--- src/rtl/block_lock_ctrl.sv ---
// Lock controller for the 66b block aligner: resets the aligner, lets it
// settle, hunts for a stable block offset, then freezes it and monitors
// header quality at that offset.
module block_lock_ctrl #(
  parameter int unsigned SETTLE      = 4,
  parameter int unsigned LOCK_CNT    = 16,
  parameter int unsigned WINDOW      = 64,
  parameter int unsigned BAD_HDR_MAX = 8
) (
  input  logic       clk_i,
  input  logic       rst_i,
  input  logic       buffer_dv,
  input  logic [6:0] block_offset_i,
  input  logic [1:0] hdr_i,
  input  logic       resync_i,
  output logic       aligner_rst_o,
  output logic [6:0] offset_o,
  output logic       locked_o,
  output logic [7:0] lock_loss_cnt_o
);

  localparam logic [7:0] SETTLE_W  = 8'(SETTLE);
  localparam logic [7:0] LOCK_W    = 8'(LOCK_CNT);
  localparam logic [7:0] WINDOW_W  = 8'(WINDOW);
  localparam logic [7:0] BAD_MAX_W = 8'(BAD_HDR_MAX);
  localparam logic [6:0] MAX_OFS   = 7'd65;

  typedef enum logic [1:0] {S_RST_ALN, S_SETTLE, S_HUNT, S_LOCKED} state_t;

  state_t     state, state_nxt;
  logic [7:0] settle_cnt, settle_nxt;
  logic [7:0] stable_cnt, stable_nxt;
  logic [6:0] cand, cand_nxt;
  logic [7:0] blk_cnt, blk_nxt_r;
  logic [7:0] bad_cnt, bad_nxt_r;
  logic [6:0] offset_nxt;
  logic       locked_nxt;
  logic [7:0] loss_cnt_nxt;

  logic       bad;
  logic       loss;
  logic [7:0] bad_next;
  logic [7:0] blk_next;
  logic [7:0] stable_inc;

  // State and output registers; aligner reset is registered from next-state
  always_ff @(posedge clk_i or posedge rst_i) begin
    if (rst_i) begin
      state           <= S_RST_ALN;
      settle_cnt      <= '0;
      stable_cnt      <= '0;
      cand            <= '0;
      blk_cnt         <= '0;
      bad_cnt         <= '0;
      aligner_rst_o   <= 1'b1;
      offset_o        <= '0;
      locked_o        <= 1'b0;
      lock_loss_cnt_o <= '0;
    end else begin
      state           <= state_nxt;
      settle_cnt      <= settle_nxt;
      stable_cnt      <= stable_nxt;
      cand            <= cand_nxt;
      blk_cnt         <= blk_nxt_r;
      bad_cnt         <= bad_nxt_r;
      aligner_rst_o   <= (state_nxt == S_RST_ALN);
      offset_o        <= offset_nxt;
      locked_o        <= locked_nxt;
      lock_loss_cnt_o <= loss_cnt_nxt;
    end
  end

  // Next-state, counter and output computation
  always_comb begin
    state_nxt    = state;
    settle_nxt   = settle_cnt;
    stable_nxt   = stable_cnt;
    cand_nxt     = cand;
    blk_nxt_r    = blk_cnt;
    bad_nxt_r    = bad_cnt;
    offset_nxt   = offset_o;
    locked_nxt   = locked_o;
    loss_cnt_nxt = lock_loss_cnt_o;
    loss         = 1'b0;
    bad          = !((hdr_i == 2'b01) || (hdr_i == 2'b10));
    bad_next     = bad_cnt + {7'b0, bad};
    blk_next     = blk_cnt + 8'd1;
    stable_inc   = stable_cnt + 8'd1;

    case (state)
      S_RST_ALN: begin
        state_nxt  = S_SETTLE;
        settle_nxt = '0;
        stable_nxt = '0;
      end
      S_SETTLE: begin
        if (buffer_dv) begin
          if (settle_cnt + 8'd1 == SETTLE_W) begin
            state_nxt  = S_HUNT;
            settle_nxt = '0;
            stable_nxt = '0;
          end else begin
            settle_nxt = settle_cnt + 8'd1;
          end
        end
      end
      S_HUNT: begin
        if (buffer_dv) begin
          if (block_offset_i > MAX_OFS) begin
            stable_nxt = '0;
          end else if ((stable_cnt != 8'd0) && (block_offset_i == cand)) begin
            stable_nxt = stable_inc;
            if (stable_inc == LOCK_W) begin
              offset_nxt = cand;
              locked_nxt = 1'b1;
              state_nxt  = S_LOCKED;
              blk_nxt_r  = '0;
              bad_nxt_r  = '0;
            end
          end else begin
            cand_nxt   = block_offset_i;
            stable_nxt = 8'd1;
          end
        end
      end
      S_LOCKED: begin
        if (buffer_dv) begin
          if (bad_next == BAD_MAX_W) begin
            loss       = 1'b1;
            locked_nxt = 1'b0;
            state_nxt  = S_RST_ALN;
          end else if (blk_next == WINDOW_W) begin
            blk_nxt_r = '0;
            bad_nxt_r = '0;
          end else begin
            blk_nxt_r = blk_next;
            bad_nxt_r = bad_next;
          end
        end
      end
      default: state_nxt = S_RST_ALN;
    endcase

    // Resync overrides everything; merged with header loss so a coincident
    // event counts only once.
    if (resync_i) begin
      state_nxt  = S_RST_ALN;
      locked_nxt = 1'b0;
      if (state == S_LOCKED) loss = 1'b1;
    end

    if (loss && (lock_loss_cnt_o != 8'hFF)) loss_cnt_nxt = lock_loss_cnt_o + 8'd1;
  end

endmodule

--- config.mk ---
export PLATFORM = sky130hd
export DESIGN_NAME = block_lock_ctrl
export DESIGN_NICKNAME = d
export VERILOG_FILES = /design/src/rtl/block_lock_ctrl.sv
export SDC_FILE = /design/constraint.sdc
export NUM_CORES = 1
export LEC_CHECK = 0
export BUFFER_PORTS_ARGS = -buffer_cell sky130_fd_sc_hd__buf_4
export CORE_ASPECT_RATIO = 2
export CORE_MARGIN = 5
export CORE_UTILIZATION = 45
export CTS_BUF_LIST = sky130_fd_sc_hd__clkbuf_16
export CTS_CLUSTER_SIZE = 8
export DETAILED_ROUTE_END_ITERATION = 12
export GPL_TIMING_DRIVEN = 0
export HOLD_SLACK_MARGIN = 0.03
export PLACE_DENSITY = 0.72
export RECOVER_POWER = 100
export SYNTH_ARGS = -nofsm -noshare
export SYNTH_HDL_FRONTEND = slang
export SYNTH_SLANG_ARGS = --single-unit
--- constraint.sdc ---
create_clock -name clk_i -period 3.6 [get_ports clk_i]
set_input_delay 0.72 -clock clk_i [delete_from_list [all_inputs] [get_ports clk_i]]
set_output_delay 0.72 -clock clk_i [all_outputs]
set_load 0.02 [all_outputs]
Word level (Yosys, flattened, before mapping)
Index checks and enable logic that the tools add are counted.
- logic and storage cells: 104
- input bits: 13
- register bits after elaboration: 58
- output and inout port bits: 17
- add/subtract/negate cells: 5
- magnitude comparators: 1
- equality and inequality tests: 25
- mux-type cells: 44
- bitwise gates (word level): 2
- reduce and logical (&&, ||, !) cells: 17
- operator list (kind ; count):
    8-bit 2-to-1 mux ; 17
    8-bit one-hot mux with 2 select lines ; 3
    8-bit by 1-bit adder with 8-bit output (second input constant) ; 4
    8-bit one-hot mux with 3 select lines ; 1
    2-bit 2-to-1 mux ; 9
    3-bit != test (second input constant) ; 6
    2-bit != test (second input constant) ; 8
    7-bit AND reduction ; 2
    1-bit 2-to-1 mux ; 12
    8-bit by 1-bit adder with 8-bit output ; 1
    8-bit by 3-bit equality test with 1-bit output (second input constant) ; 1
    8-bit by 4-bit equality test with 1-bit output (second input constant) ; 1
    8-bit by 5-bit equality test with 1-bit output (second input constant) ; 1
    8-bit by 7-bit equality test with 1-bit output (second input constant) ; 1
    8-bit != test (second input constant) ; 1
    2-bit one-hot mux with 4 select lines ; 1
    4-bit AND reduction ; 2
    8-bit nonzero test ; 1
    7-bit equality test ; 1
    7-bit > comparator (second input constant) ; 1
    2-bit equality test (second input constant) ; 3
    3-bit nonzero test ; 2
    5-bit AND reduction ; 1
    2-bit by 1-bit equality test with 1-bit output (second input constant) ; 2
    8 further kinds ; 12

Longest topological paths before layout
Gate-level depths: netlist of run 1.
- word-level depth: 11
- gate-level depth with buffers: 9
- mapped depth without buffers: 8

Least setup slack after synthesis of run 1
Ideal clock, no wire load.
- kind: input to register
- start point: in block_offset_i[2]
- end point: reg offset_o[2]
- data required time: 3.475 ns
- arrival time: 2.460 ns
- path buffers: 1
- library setup time: 0.125 ns
- setup slack: 1.015 ns
- cell stages on the path: 6
- cell sequence: or4_1 o21ai_2 nor3b_4 nand4_4 buf_6 mux2_4
- word-level cells in the longest chain between the ends: 3
- elaborated cells on any way between the ends: 5
- those cells by class: order compare: 1; eq/ne: 1; bitwise: 1; reduce/logical: 2
- ends and longest elaborated chain (what ; RTL line ; text):
    start: declaration ; 13 ; input logic [6:0] block_offset_i,
    7-bit > comparator / 7-bit equality test (equally long branches) ; 109, 111 ;
    1-bit NOT (no source line) / 1-bit logical AND (equally long branches) ; - ;
    5-bit AND reduction (no source line) (*) ; - ;
    end signal: assignment ; 67 ; offset_o <= offset_nxt;
    end: declaration ; 17 ; output logic [6:0] offset_o,
Mark *: on every way between the ends. The rest lies on a longest branch, timed or not.
A chain may end at the register's enable or synchronous reset.

Worst setup path in the final report of run 1
Same ends and word-level chain as after synthesis.

==> flow_summary.yaml, run 1 <==
clock_network:
  ctsResizeCount: 0
  cts_tree: "done"
  clkSinkCount: 58
  cts.clk_slew.worst_paths_ps: 50
  cts_buffer_depth: 2
  clkLatencyLatePin_ps: 330
  cts_setup_buffers: 0
  clock-root-buffer: "clkbuf_16"
  numCtsBuffers: 9
  ctsHoldBuffers: 0
  cts_max_level: 3
routing:
  dr_total_vias: 2681
  drt-initial-drc-count: 140
  ant_nets: 0
  via_per_inst: 5.82
  drc: 0
  wl_per_cell_um: 16.6
  routed_wirelength_mm: 7.65
  first_pass_iters: 4
logic_synthesis:
  synth_edf_count: 0
  synth_simple_gate_area_share_pct: 23.6
  synth_top_cell_by_area: "dfrtp_1"
  yosysSeqAreaShare_pct: 45.5
  synth_area_leaders: "dfrtp_1 45%, nand3_1 5.0%, mux2_2 4.9%, nand2_1 3.4%, o21ai_0 3.1%"
  synthesis.area_um2: 3190
  yosys.cell_types.count: 53
  synth_warnings: 0
  synth-adder-area-share_pct: 2.74
  yosysMostFrequentCell: "dfrtp_1"
  synthXorXnorAreaFrac_pct: 5.21
  async_flop_share_pct: 100
  synth_top_family_by_area: "simple AND/OR/NAND/NOR gates"
  synthMuxAreaShare_pct: 5.41
  synth_seq_cells: 58
  syn_avg_cell_area_um2: 9.80
  synth_flop_cell: "dfrtp_1"
  synth_cells: 326
  synthesis.nets: 346
  synth_top_area_share_pct: 44.7
  synth_common_cells: "57 x dfrtp_1, 32 x nand3_1, 29 x nand2_1, 20 x o21ai_0, 14 x mux2_2"
  synth_compound_area_share_pct: 14.7
setup_path:
  crit_required_ps: 3810
  path_max_fanout: 10
  path_buf_inv: 2
  worstSetupEndpointType: "flop"
  path_cells: "clkbuf_1 -> or4_1 -> o21ai_0 -> nor3b_4 -> nand4_4 -> clkbuf_1 -> mux2_1"
  cp.arrival_ps: 3210
  path_common_cell: "clkbuf_1"
  critPathLaunchType: "input port"
  crit_type: "in -> reg"
  worst_path_largest_cell_delay_ps: 530
  slowest_stage: "nor3b_4"
  crit_family: "simple AND/OR/NAND/NOR gates"
timing:
  min_period_ps: 3000
  setup-tns-final_ps: 0
  fin_crit_sh_pct: 83.2
  finClkSkew_ps: 4.62
  fmax_ghz: 0.334
  grt_setup_unrepaired: "false"
  setup_viol: 0
  maxSlewViolCount: 0
  tightestPinTransition_ps: 925
  hold_viol: 0
  hold_ws_ps: 505
  max_slew_margin_pct: 38.3
floorplan:
  initial_core_util_pct: 46.0
  rows: 43
  die_w_um: 69.6
  pin_count: 30
  die-area_um2: 8990
  core_um2: 6940
  fp.dieH_um: 129
power_and_ir_drop:
  peakVddDrop_v: 0.000280
  power.density_nw_per_um2: 417
  power.leakage_uw: 0.00160
  fin_total_pwr_uw: 1540
flow_run:
  maxCapViolCount: 0
placement:
  dp_cells: 445
  hpwl_mm: 5.45
  port_buffers: 28
  gp_congestion: 0.864
  placedInstanceArea_um2: 3540
global_route:
  grt_max_degree: 39
  grt_pass1_vias: 2741
  grt.total_usage_pct: 18.1
  gr-total-overflow: 0
  antenna_found_initial: 0
  grt_first_pass_wirelength_mm: 13.0
final_layout:
  drive_above_1_share_pct: 11.6
  fin_area_um2: 3700
  layout.nets: 386
  n_antenna_cell: 0
  fillers: 646
  fin_cells: 461
  syn_to_final_growth_pct: 15.8
run_status:
  status: "complete, no violations"
worst_hold_path:
  hold_path_class: "reg -> reg"
-- cell type report --
| type | count | area [um2] | area share [%] |
|---|---|---|---|
| inverters | 12 | 45.0 | 1.22 |
| well taps | 90 | 113 | 3.04 |
| repair buffers | 29 | 163 | 4.40 |
| flip-flops and latches | 58 | 1450 | 39.3 |
| multi-input cells | 246 | 1630 | 44.2 |
| clock buffers | 9 | 225 | 6.09 |
| clock inverters | 7 | 28.8 | 0.778 |
| plain buffers | 10 | 38.8 | 1.05 |
-- routing by layer --
metal	global-route usage [%]	part of all wire, %	wire length [um]	vias to the layer above
met5	0	0	0	-
met4	8.40	2.3	173	0
met3	4.50	3.4	259	16
met2	34.2	56	4310	62
met1	18.5	38	2910	1308
li1	-	-	-	1295
-- placed cells by master, fill, tap and decap left out, drive strengths merged, types with 2 or more instances in the layout --
| cell type | netlist | final |
|---|---|---|
| and4 | 2 | 2 |
| a21o | 3 | 3 |
| inv | 12 | 14 |
| xor2 | 11 | 11 |
| clkinv | 0 | 5 |
| nand4 | 8 | 8 |
| or4 | 3 | 3 |
| ha | 7 | 7 |
| dfrtp | 57 | 57 |
| o21ai | 23 | 23 |
| nand3b | 10 | 10 |
| o31ai | 3 | 3 |
| a211o | 2 | 2 |
| or3 | 6 | 6 |
| o211ai | 2 | 2 |
| nor4 | 3 | 3 |
| xnor2 | 8 | 8 |
| and2 | 3 | 3 |
| a22o | 3 | 3 |
| o22ai | 3 | 3 |
| a31oi | 14 | 14 |
| nand3 | 32 | 32 |
| nand2b | 4 | 4 |
| a21oi | 9 | 9 |
| nand4b | 2 | 2 |
| nor4b | 5 | 5 |
| nor3 | 6 | 6 |
| clkbuf | 7 | 37 |
| o21bai | 2 | 2 |
| nand2 | 29 | 29 |
| nor2 | 12 | 12 |
| buf | 3 | 11 |
| mux2 | 15 | 15 |
| and3 | 5 | 5 |
-- worst reg2reg max path: stages (launching register included) --
cell and delay [ps]:
dfrtp_1 400, inv_1 80, ha_1 200, nor4b_1 140
a211o_1 310, or3_1 340, clkbuf_1 170, nor2_1 390
nand2b_1 200, o41ai_1 310
-- cells by family after synthesis --
group | count (synthesis)
and+or+nand+nor | 133
AOI/OAI and AO/OA | 72
DFF | 58
buffers and inverters | 22
xor gates and xnor gates | 19
muxes | 15
adders and majority gates | 7
-- where the power goes --
part           internal [uW]  switching [uW]  leakage [uW]
Combinational           39.8            63.5      0.000705
Clock                    449             293      0.000134
Sequential               674            25.0      0.000761
-- stage by stage --
stage / util [%] / worst slack, ps
3_5_place_dp: 51.0 / 473
4_1_cts: 54.6 / 806
3_3_place_gp: 50.7 / 500
2_1_floorplan: - / 1010
5_1_grt: 53.3 / 389
6_report: 53.3 / 605
-- final timing paths --
path,startpoint,end,slack (ps),depth (start not counted)
min reg2reg,offset_o[2],offset_o[2],500,1
min in group asynchronous,rst_i,settle_cnt[7],560,2
max,block_offset_i[2],offset_o[2],600,7
min,offset_o[2],offset_o[2],500,1
max in group asynchronous,rst_i,aligner_rst_o,2290,3
max reg2reg,stable_cnt[0],stable_cnt[3],930,9
-- state kept, by name, summed over array words and instances, names as in the netlist --
signal / count
state: 2
settle_cnt: 8
locked_o: 1
offset_o: 7
cand: 7
stable_cnt: 8
aligner_rst_o: 1
lock_loss_cnt_o: 8
bad_cnt: 8
blk_cnt: 8
Power figures use the tool's default switching activity.
==> inputs of run 2 (changes only) <==
PLACE_DENSITY = 0.75   (was 0.72)
clock period = 2.4 ns   (was 3.6 ns; I/O delays follow)
==> run 2 against run 1 <==
- sequential share of layout area fell by 0.98 points
- clock power up 48%
- worst setup slack worse by 540 ps
- critical path depth up 2
- die area unchanged
- utilization increased by 1.4 points
- final cell count is 0.87% higher
- first-iteration DRC count increased by 29%
- highest routed layer unchanged
- combinational power rose by 47%
- register-to-register slack worse by 820 ps
==> flow_summary.yaml, run 2 (synthesis results as in run 1) <==
placement:
  hpwl_mm: 5.27
  gp_congestion: 0.810
  dp_slack_ps: -460
  port_buffers: 28
  dp_cells: 445
floorplan:
  die-area_um2: 8990
  die_w_um: 69.6
  core_um2: 6940
  rows: 43
  pin_count: 30
  fp.dieH_um: 129
  initial_core_util_pct: 46.0
routing:
  wl_per_cell_um: 15.6
  dr_wl_met3_um: 243
  m1WireLength_mm: 2.72
  dr_total_vias: 2780
  via_per_inst: 5.98
  top_layer: "met4"
  wl_met2_mm: 4.03
  routed_wirelength_mm: 7.27
  drc: 0
  drt-initial-drc-count: 180
  first_pass_iters: 4
  ant_nets: 0
clock_network:
  ctsHoldBuffers: 0
  cts_buffer_depth: 2
  numCtsBuffers: 9
  clkLatencyLatePin_ps: 330
  cts_max_level: 3
  cts_tree: "done"
  clkSinkCount: 58
  cts.clk_slew.worst_paths_ps: 50
  clock-root-buffer: "clkbuf_16"
global_route:
  grt.total_usage_pct: 17.1
  grt_max_degree: 31
  grt_first_pass_wirelength_mm: 12.2
  gr-total-overflow: 0
  grt_pass1_vias: 2681
  antenna_found_initial: 0
timing:
  fin_crit_sh_pct: 97.3
  max_slew_margin_pct: 23.3
  maxSlewViolCount: 0
  worst_slack_ps: 63.9
  tightestPinTransition_ps: 1150
  fmax_ghz: 0.428
  finClkSkew_ps: 6.36
  hold_viol: 0
  grt_setup_unrepaired: "true"
  setup_viol: 0
  min_period_ps: 2340
setup_path:
  path_buf_inv: 1
  cp.arrival_ps: 2550
  crit_family: "simple AND/OR/NAND/NOR gates"
  path_max_fanout: 8
  worstSetupEndpointType: "flop"
  critPathLaunchType: "input port"
  slowest_stage: "mux2_2"
  worst_path_largest_cell_delay_ps: 350
  path_cells: "clkbuf_4 -> xnor2_1 -> ha_2 -> nor3_1 -> nand3b_1 -> o21ai_4 -> a31oi_2 -> nor2_1 -> mux2_2"
  crit_type: "in -> reg"
  crit_required_ps: 2610
final_layout:
  syn_to_final_growth_pct: 18.8
  n_antenna_cell: 0
  final_cell_mix: "57 x dfrtp_1, 32 x nand3_1, 28 x nand2_1, 23 x clkbuf_1, 20 x o21ai_0"
  drive_above_1_share_pct: 16.8
  layout.nets: 390
  final_common_cell: "dfrtp_1"
  fin_cells: 465
power_and_ir_drop:
  fin_total_pwr_uw: 2290
  power.leakage_uw: 0.00163
  power.density_nw_per_um2: 605
  peakVddDrop_v: 0.000324
flow_run:
  maxCapViolCount: 0
worst_hold_path:
  hold_path_class: "in -> reg"
run_status:
  status: "complete, no violations"
## run 2: per-stage QoR
stage	hold slack (ps)	setup TNS [ps]	utilization, %	cell area [um2]
5_1_grt	346	-109	54.7	3790
3_3_place_gp	484	-24380	50.7	3520
3_5_place_dp	490	-8970	51.0	3540
4_1_cts	266	-1.73	55.0	3820
2_1_floorplan	477	0	-	3190
6_report	349	0	54.7	3790
## run 2: path summary, 6_finish.rpt
check                           slack [ps]            endpoint  depth (start not counted)          startpoint
max in group asynchronous              650             cand[4]                          3               rst_i
worst max-delay path                    60  lock_loss_cnt_o[1]                          9            hdr_i[1]
min in group asynchronous              450  lock_loss_cnt_o[5]                          2               rst_i
worst max register to register         110          bad_cnt[5]                          9       stable_cnt[0]
worst min-delay path                   350            locked_o                          2            resync_i
worst min register to register         500  lock_loss_cnt_o[6]                          1  lock_loss_cnt_o[6]
## run 2: area by class of cell
cell class,instances,area (um2)
sequential,58,1450
clock inverter,7,27.5
clock buffer,9,225
timing repair buffer,34,181
buffer,9,47.5
inverter,12,45.0
fill,618,3150
multi-input combinational,246,1700
tap,90,113
## run 2: power breakdown
| group | switching, uW | internal (uW) | leakage [uW] |
|---|---|---|---|
| sequential | 36.0 | 1010 | 0.000761 |
| combinational | 92.6 | 58.6 | 0.000741 |
| clock | 425 | 672 | 0.000128 |
| total | 554 | 1740 | 0.00163 |
## run 2: metal layers
metal | vias to the layer above | track usage (%)
met1 | 1387 | 16.9
met2 | 62 | 30.8
met5 | - | 0
met3 | 25 | 4.74
li1 | 1306 | -
met4 | 0 | 11.2
## run 2: timing repair
| item | in CTS | in global routing |
|---|---|---|
| setup buffers | 2 | 3 |
| pin swaps | 1 | 2 |
| resized for setup | 4 | 14 |
| setup endpoints to repair | 10 | 21 |
==> inputs of run 3 (changes only) <==
--- a/config.mk
+++ b/config.mk
@@ -15,5 +15,5 @@
 export GPL_TIMING_DRIVEN = 0
 export HOLD_SLACK_MARGIN = 0.03
-export PLACE_DENSITY = 0.75
+export PLACE_DENSITY_LB_ADDON = 0.08
 export RECOVER_POWER = 100
 export SYNTH_ARGS = -nofsm -noshare
==> constraint.sdc (replaced) <==
create_clock -name clk_i -period 2.4 [get_ports clk_i]
set_input_delay 0.48 -clock clk_i [delete_from_list [all_inputs] [get_ports clk_i]]
set_output_delay 0.48 -clock clk_i [all_outputs]
set_load 0.05 [all_outputs]
==> run 3 against run 2 <==
- largest cell class unchanged
- clock power about the same
- highest routed layer unchanged
- critical path type is now reg -> reg
- clock-buffer cell count unchanged
- critical endpoint is now blk_cnt[5]
- first-iteration DRC count decreased by 16%
- final cell count unchanged
- sequential power about the same
==> flow_summary.yaml, run 3 (synthesis results as in run 1) <==
timing:
  fin_crit_sh_pct: 94.3
  finClkSkew_ps: 7.91
  setup_viol: 0
  grt_setup_unrepaired: "false"
  max_slew_margin_pct: 38.5
  hold_viol: 0
  min_period_ps: 2260
  tightestPinTransition_ps: 921
  worst_slack_ps: 136
  fmax_ghz: 0.442
  maxSlewViolCount: 0
global_route:
  grt_first_pass_wirelength_mm: 13.2
  antenna_found_initial: 0
  grt.met3_usage_pct: 3.73
  grt.total_usage_pct: 18.3
  grt_pass1_vias: 2813
  grt.busiest_layer: "met2"
  gr-total-overflow: 0
  grt_max_degree: 36
  grt.met2_usage_pct: 35.0
  use_met1_pct: 18.6
clock_network:
  cts_tree: "done"
  cts_max_level: 3
  cts_buffer_depth: 2
  clkLatencyLatePin_ps: 330
  cts.clk_slew.worst_paths_ps: 50
  clkSinkCount: 58
  numCtsBuffers: 9
  clock-root-buffer: "clkbuf_16"
setup_path:
  critPathLaunchType: "flop"
  worstSetupEndpointType: "flop"
  cp.arrival_ps: 2510
  crit_type: "reg -> reg"
  crit_required_ps: 2640
  rrSetupSlack_ps: 140
  path_max_fanout: 6
final_layout:
  n_antenna_cell: 0
  final_cell_mix: "57 x dfrtp_1, 31 x nand3_1, 28 x nand2_1, 25 x clkbuf_1, 20 x o21ai_0"
  layout.nets: 390
  multi_input_area_um2: 1740
  final_util_pct: 55.2
  final_common_cell: "dfrtp_1"
  fillers: 631
  syn_to_final_growth_pct: 19.9
  drive_above_1_share_pct: 16.8
  fin_cells: 465
  seqCellArea_um2: 1450
floorplan:
  die_w_um: 69.6
  pin_count: 30
  fp.dieH_um: 129
  die-area_um2: 8990
  rows: 43
  initial_core_util_pct: 46.0
  core_um2: 6940
routing:
  routed_wirelength_mm: 7.69
  drc: 0
  dr_total_vias: 2694
  first_pass_iters: 4
  ant_nets: 0
  wl_per_cell_um: 16.5
  via_per_inst: 5.79
  drt-initial-drc-count: 151
placement:
  port_buffers: 28
  gp_congestion: 0.788
  dp_slack_ps: -613
  dp_cells: 445
  hpwl_mm: 5.54
power_and_ir_drop:
  switching_power_uw: 574
  pwr-share-clk_pct: 47.2
  power.density_nw_per_um2: 605
  swShare_pct: 24.8
  p_comb_share_pct: 7.6
  peakVddDrop_v: 0.000426
  power.leakage_uw: 0.00164
  internal_power_uw: 1740
  p_seq_share_pct: 45.3
run_status:
  status: "complete, no violations"
worst_hold_path:
  hold_path_class: "in -> reg"
flow_run:
  maxCapViolCount: 0
-- run 3: cell types whose count changed in the layout (fill, tap and decap cells not counted), sizes merged --
| cell | change |
|---|---|
| clkinv | -1 |
| inv | +1 |
-- run 3: worst paths after layout --
check	from	endpoint	depth (start not counted)
min	resync_i	state[0]	2
min reg2reg	lock_loss_cnt_o[6]	lock_loss_cnt_o[6]	1
min in group asynchronous	rst_i	blk_cnt[1]	2
max reg2reg	bad_cnt[0]	blk_cnt[5]	7
max	bad_cnt[0]	blk_cnt[5]	7
max in group asynchronous	rst_i	stable_cnt[2]	3
-- run 3: critical path: stages, from the launching register on --
cell and delay [ps]:
dfrtp_1 410, ha_2 220, and4_1 190, and3_1 230, a31o_4 280, a21o_4 250, or4_1 500, o211ai_1 100
-- run 3: cell type report --
cell class / count / share of cell area [%]
multi-input combinational: 246 / 45.5
sequential: 58 / 37.9
clock buffer: 9 / 5.88
timing repair buffer: 34 / 4.64
tap: 90 / 2.94
buffer: 9 / 1.21
inverter: 12 / 1.18
clock inverter: 7 / 0.751
-- run 3: power groups by stage --
stage | logic (uW) | registers, uW | clock network (uW)
6_report | 176 | 1050 | 1090
5_1_grt | 199 | 1050 | 1160
4_1_cts | 188 | 1050 | 1120
3_5_place_dp | 186 | 1060 | 0
3_3_place_gp | 179 | 1060 | 0
2_1_floorplan | 91.2 | 1090 | 0
-- run 3: timing repair --
action | in CTS | in global routing
setup buffers | 1 | 4
pin swaps | 1 | 2
setup endpoints to repair | 21 | 18
gates cloned | 0 | 0
hold buffers | 0 | 0
gates resized for setup | 7 | 15
-- run 3: layer usage --
layer,share of wire (%),up-vias
met5,0,-
met4,2.5,0
met3,2.7,14
met2,56,46
met1,39,1329
li1,-,1305
-- run 3: per-stage QoR --
step	setup TNS, ps	instance area, um2	total power [uW]	hold slack, ps
6_report	0	3830	2320	351
4_1_cts	-7.45	3820	2350	220
3_5_place_dp	-12390	3540	1250	491
2_1_floorplan	0	3190	1180	477
5_1_grt	0	3830	2410	353
3_3_place_gp	-31500	3520	1240	482
